$ cat config.mk
export PLATFORM = sky130hd
export DESIGN_NAME = bias_accum_ctrl
export DESIGN_NICKNAME = d
export VERILOG_FILES = /design/src/rtl/bias_accum_ctrl.sv
export SDC_FILE = /design/constraint.sdc
export NUM_CORES = 2
export LEC_CHECK = 0
export ABC_CLOCK_PERIOD_IN_PS = 12400
export CAP_MARGIN = 25
export CORE_MARGIN = 5
export CORE_UTILIZATION = 51
export DETAILED_ROUTE_END_ITERATION = 12
export PLACE_DENSITY = 0.79
export SLEW_MARGIN = 20
export SYNTH_ARGS = -nofsm -noshare
export SYNTH_HDL_FRONTEND = slang
export SYNTH_SLANG_ARGS = --single-unit
$ cat constraint.sdc
create_clock -name clk -period 12.4 [get_ports clk]
set_clock_uncertainty 0.05 [all_clocks]
set_input_delay 3.1 -clock clk [delete_from_list [all_inputs] [get_ports clk]]
set_output_delay 3.1 -clock clk [all_outputs]
set_load 0.1 [all_outputs]
$ cat src/rtl/bias_accum_ctrl.sv
// bias_accum_ctrl: sequences the bias-add stage behind a 16-lane adder tree.
//
// It accumulates N_PASS partial-sum vectors for one output-channel group.
// It then adds the group's bias vector once, saturates each lane to DATA_W
// bits and hands the result downstream over a valid/ready handshake.
//
// Optional build macro BIAS_ACCUM_RELU_EN: when defined, negative lanes are
// zeroed after saturation. Latency is the same in both builds.
//
// Ports:
//   clk, rst   rising-edge clock, synchronous active-high reset
//   start      begin a new group (honoured only in IDLE)
//   in_valid   partial-sum vector handshake (in_ready out)
//   in_data    N_adder_tree lanes of DATA_W-bit partial sums
//   bias_in    N_adder_tree lanes of DATA_W-bit bias, sampled in BIAS only
//   out_valid  result vector handshake (out_ready in)
//   out_data   biased, saturated result vector
//   busy       high whenever not IDLE
//   done       pulses on the cycle a result is accepted
//   pass_cnt   partial sums accepted in the current group
module bias_accum_ctrl #(
  parameter int unsigned N_adder_tree = 16,
  parameter int unsigned DATA_W       = 18,
  parameter int unsigned ACC_W        = 24,
  parameter int unsigned N_PASS       = 3
) (
  input  logic                             clk,
  input  logic                             rst,
  input  logic                             start,
  input  logic                             in_valid,
  output logic                             in_ready,
  input  logic [N_adder_tree*DATA_W-1:0]   in_data,
  input  logic [N_adder_tree*DATA_W-1:0]   bias_in,
  output logic                             out_valid,
  input  logic                             out_ready,
  output logic [N_adder_tree*DATA_W-1:0]   out_data,
  output logic                             busy,
  output logic                             done,
  output logic [$clog2(N_PASS+1)-1:0]      pass_cnt
);

  localparam int unsigned CNT_W = $clog2(N_PASS + 1);

  // Saturation bounds in the (ACC_W+1)-bit sum domain.
  localparam logic signed [ACC_W:0] SAT_MAX =
      {{(ACC_W + 2 - DATA_W){1'b0}}, {(DATA_W - 1){1'b1}}};
  localparam logic signed [ACC_W:0] SAT_MIN =
      {{(ACC_W + 2 - DATA_W){1'b1}}, {(DATA_W - 1){1'b0}}};

  typedef enum logic [1:0] {StIdle, StAccum, StBias, StOut} state_e;

  state_e                           state_q, state_d;
  logic [CNT_W-1:0]                 cnt_q, cnt_d;
  logic [ACC_W-1:0]                 acc_q [N_adder_tree];
  logic [N_adder_tree*DATA_W-1:0]   out_data_q;
  logic signed [ACC_W:0]            sum [N_adder_tree];
  logic [DATA_W-1:0]                lane_res [N_adder_tree];
  logic                             clr_acc, add_acc, load_out;

  // Control FSM next-state logic.
  always_comb begin
    state_d  = state_q;
    cnt_d    = cnt_q;
    clr_acc  = 1'b0;
    add_acc  = 1'b0;
    load_out = 1'b0;
    unique case (state_q)
      StIdle: begin
        if (start) begin
          clr_acc = 1'b1;
          cnt_d   = '0;
          state_d = StAccum;
        end
      end
      StAccum: begin
        if (in_valid) begin
          add_acc = 1'b1;
          cnt_d   = cnt_q + 1'b1;
          if (cnt_q == CNT_W'(N_PASS - 1)) state_d = StBias;
        end
      end
      StBias: begin
        load_out = 1'b1;
        state_d  = StOut;
      end
      StOut: begin
        if (out_ready) begin
          cnt_d   = '0;
          state_d = StIdle;
        end
      end
      default: state_d = StIdle;
    endcase
  end

  // Per-lane bias add and clamp; bias is sign-extended to ACC_W+1 bits so the
  // sum cannot overflow before the clamp.
  always_comb begin
    for (int i = 0; i < int'(N_adder_tree); i++) begin
      sum[i] = {acc_q[i][ACC_W-1], acc_q[i]}
             + {{(ACC_W + 1 - DATA_W){bias_in[DATA_W*i + DATA_W - 1]}},
                bias_in[DATA_W*i +: DATA_W]};
      if (sum[i] > SAT_MAX) begin
        lane_res[i] = SAT_MAX[DATA_W-1:0];
      end else if (sum[i] < SAT_MIN) begin
        lane_res[i] = SAT_MIN[DATA_W-1:0];
      end else begin
        lane_res[i] = sum[i][DATA_W-1:0];
      end
`ifdef BIAS_ACCUM_RELU_EN
      if (sum[i][ACC_W]) lane_res[i] = '0;
`else
`endif
    end
  end

  always_ff @(posedge clk) begin
    if (rst) begin
      state_q    <= StIdle;
      cnt_q      <= '0;
      out_data_q <= '0;
      for (int i = 0; i < int'(N_adder_tree); i++) acc_q[i] <= '0;
    end else begin
      state_q <= state_d;
      cnt_q   <= cnt_d;
      for (int i = 0; i < int'(N_adder_tree); i++) begin
        if (clr_acc) begin
          acc_q[i] <= '0;
        end else if (add_acc) begin
          acc_q[i] <= acc_q[i]
                    + {{(ACC_W - DATA_W){in_data[DATA_W*i + DATA_W - 1]}},
                       in_data[DATA_W*i +: DATA_W]};
        end
        if (load_out) out_data_q[DATA_W*i +: DATA_W] <= lane_res[i];
      end
    end
  end

  assign in_ready  = (state_q == StAccum);
  assign out_valid = (state_q == StOut);
  assign busy      = (state_q != StIdle);
  assign done      = (state_q == StOut) && out_ready;
  assign out_data  = out_data_q;
  assign pass_cnt  = cnt_q;

endmodule

==> run summary <==
The leftover overflow at the end of global routing is 0, and the mean instance size in the synthesized netlist is 8.63 um2. Of the available clock period, the critical path in the final layout requires 64.6%. The logs give 0.00855 W for the net load switching power and 70000 um2 for the placed instance area. Sorting the synthesized cells by how often they occur yields nor2_1, ha_1, a21oi_1.

Once detail routing completed, the nets flagged for antenna violations numbered 0. For the worst-skew pair, the clock arrives at the later sink with an insertion delay of 680 ps. After floorplanning, the core was divided into 125 placement rows. In this run the power density over the cells is 233 nW/um2.

The clock network is responsible for 15.1% of the overall power. In this run, post-CTS hold repair placed 0 buffers. Global routing consumed, over all layers together, 29.2% of the routing resources.

The tools report the worst relative slew slack as 24.8%. Setup repair after global routing left no endpoint under its margin. In the synthesized netlist the async set-or-reset flop fraction comes to 0%. The worst setup path is captured at a primary output. From bottom edge to top edge, the die measures 351 um.

The tools report the max-capacitance violation count as 0. Type of the setup path with the least slack: primary input to primary output. For this design, the slowest cell found on the critical path is clkdlybuf4s50_1. TritonCTS built the clock tree. Counting every net in the synthesized netlist gives 8251. The boundary pin count came out at 875.

The region available for standard cell placement spans 116000 um2. The first global-routing pass estimated 291000 um of wire. The cell type with the highest occurrence count on the critical path is clkdlybuf4s50_1.

Type of the worst min-delay path: register to register. The transition time at the pin with the least slew margin was 1120 ps. The run finished with clean final reports. At the end of routability-driven placement, the weighted congestion stood at 0.984. Traced cell by cell, the critical path runs through clkdlybuf4s50_1 > and2_1 > clkdlybuf4s50_1. The area added between synthesis and finish is 23.1%. At the worst endpoint, the arrival time is 4860 ps. The final design instance area without fill was 73100 um2; the number of global-route vias before repair was 54000. For the placed wire-length estimate after detailed placement, the log shows 148000 um. The internal cell power was 0.00845 W.

For this run, the top clock speed supported by timing is 125 MHz. The logs give 0 for the final count of pins violating max slew and 0 for the buffers inserted during post-CTS setup optimization. The biggest area contributor in the post-synthesis netlist is edfxtp_1. The final routed wire length divided by cell count was 20.4 um. The H-tree depth reported by CTS is 3.

Cell with the most instances after synthesis: nor2_1. In the final design database the tool counted 9081 nets. Cells with a size suffix above 1 make up 4.14% of the layout. The tools report the post-route setup TNS as 0 ps.

In the routed design, unresolved DRC markers number 0. Entering global routing, the biggest net connects 142 pins. Clock-pin slew was measured on the worst setup and hold paths at 60 ps.

Cell at the root of the clock tree: clkbuf_16. Dividing the detail-routed via count by the number of cells gives 6.00. After the first detailed-routing iteration, the DRC count stood at 4110. The count of vias placed by the detailed router is 56200, and the proportion of netlist area held by the largest area contributor is 19.4%.

IR analysis of the VDD net gives a maximum drop of 0.179 mV. In this run, synthesis produced a sequential element count of 676. The final hold violation count is 0.

The quantity of I/O buffers inserted on ports came out at 874. By area the synthesized netlist is led by edfxtp_1, ha_1, dfxtp_1. The run gives 0 as the count of warnings emitted by yosys.

The post-layout minimum cycle time came out at 8010 ps. The run gives 79 as the initial antenna violation count. For this design the static power due to leakage is 30.9 nW. Per report_power, the combinational group accounts for 63.2% of the total. The number of flops mapped to enable cells by yosys is 384, and the maximum fanout along the worst path is 2. Counting every instance in the synthesized netlist gives 6880.

Counting along the longest clock path gives a buffer depth of 3. The sequential fraction of design power is 21.7%, and the delay of the slowest cell on the worst path is 1130 ps. Once the clock tree was built, the resizer swapped 0 gates to a different size. In this run the horizontal extent of the chip is 351 um. The number of buffers inserted during clock tree synthesis was 84. The cell area that synthesis handed to floorplanning was 59400 um2.

At the worst endpoint, the required time is 9250 ps. After synthesis, the netlist uses 105 different library cells. The die covers 123000 um2. The final layout contains routed wiring with a total length of 191000 um.

Kind of start point of the critical path: a primary input. The logs give 0 for the count of endpoints failing setup in the final report and 51.3% for the initial core utilization. Of the total power, the share spent switching nets is 50.3%. The share of the Yosys chip area taken by registers is 29.3%. The first detailed-routing pass took 5 iterations. In the synthesized netlist the dominant register cell turns out to be edfxtp_1. For the clock sink count, the log shows 676.
power by group through the flow:
stage	combinational, W	sequential, W	clock, W
after floorplan	0.00589	0.00598	0
after global placement	0.0103	0.00371	0
after detailed placement	0.0106	0.00372	0
after CTS	0.0106	0.00369	0.00260
after global routing	0.0116	0.00376	0.00268
final	0.0107	0.00370	0.00257
cells in the final DEF (no fill, tap or decap), drive strengths merged, types with 37 or more instances in the layout:
master and n:
or2 39, buf 71, diode 62, xnor2 317, o21a 97, a211oi 200, and3 70, ha 758
nor2 909, o21ai 323, clkbuf 128, o32ai 85, xor2 217, a31oi 74, nand2b 122, nor2b 121
a211o 37, and2 60, dfxtp 292, o21bai 50, clkdlybuf4s50 852, a21o 241, inv 254, edfxtp 384
a21oi 544, nand4 50, or3 107, nand3 165, nand2 424, nor3 219, o211ai 51
stage by stage:
| stage | utilization [%] | hold slack (ps) | worst slack [ps] | cells | total power [W] |
|---|---|---|---|---|---|
| 5_1_grt | 63.0 | 437 | 4360 | 9351 | 0.0181 |
| 6_report | 63.1 | 416 | 4390 | 9368 | 0.0170 |
| 3_3_place_gp | 60.0 | 404 | 4390 | 9125 | 0.0140 |
| 2_1_floorplan | - | 461 | 363 | 6880 | 0.0119 |
| 3_5_place_dp | 60.4 | 407 | 4390 | 9141 | 0.0143 |
| 4_1_cts | 62.8 | 415 | 4380 | 9299 | 0.0169 |
area by class of cell:
class / count / area (um2)
antenna: 62 / 155
clock buffer: 128 / 2600
clock inverter: 30 / 238
fill: 9688 / 42800
inverter: 251 / 942
multi-input combinational: 5774 / 40400
sequential: 676 / 17400
tap: 1524 / 1910
timing repair buffer: 923 / 9510
worst paths after layout:
path	start	end	slack (ps)	cells after the start
setup / recovery	out_ready	done	4390	3
setup reg to reg	acc_q[0][56]	out_data[49]	8040	12
hold reg to reg	out_data[53]	out_data[53]	420	2
hold / removal	out_data[53]	out_data[53]	420	2
kinds of logic after synthesis:
| family | share of synthesized area (%) |
|---|---|
| compound gates | 23.2 |
| flops | 29.3 |
| simple gates | 19.4 |
| mux | 0.337 |
| xor+xnor | 7.87 |
| fa+ha+maj | 17.0 |
| buf+inv | 2.88 |
metal layers:
| metal | up-vias | wire length (um) | GRT usage (%) |
|---|---|---|---|
| met1 | 26400 | 76500 | 35.1 |
| met3 | 441 | 16600 | 7.79 |
| li1 | 27400 | - | - |
| met5 | - | 244 | 0 |
| met2 | 1986 | 88500 | 48.5 |
| met4 | 34 | 9210 | 14.6 |
state kept, by name (all words and copies together) (netlist names):
register / flops
out_data: 288
acc_q: 384
pass_cnt: 2
state_q: 2
worst max-delay path, delay by kind of cell:
| family | cells | cell delay, ps |
|---|---|---|
| buffers and inverters | 2 | 1620 |
| AND/OR/NAND/NOR | 1 | 130 |
Note: power is estimated with default switching activity, not from simulation.
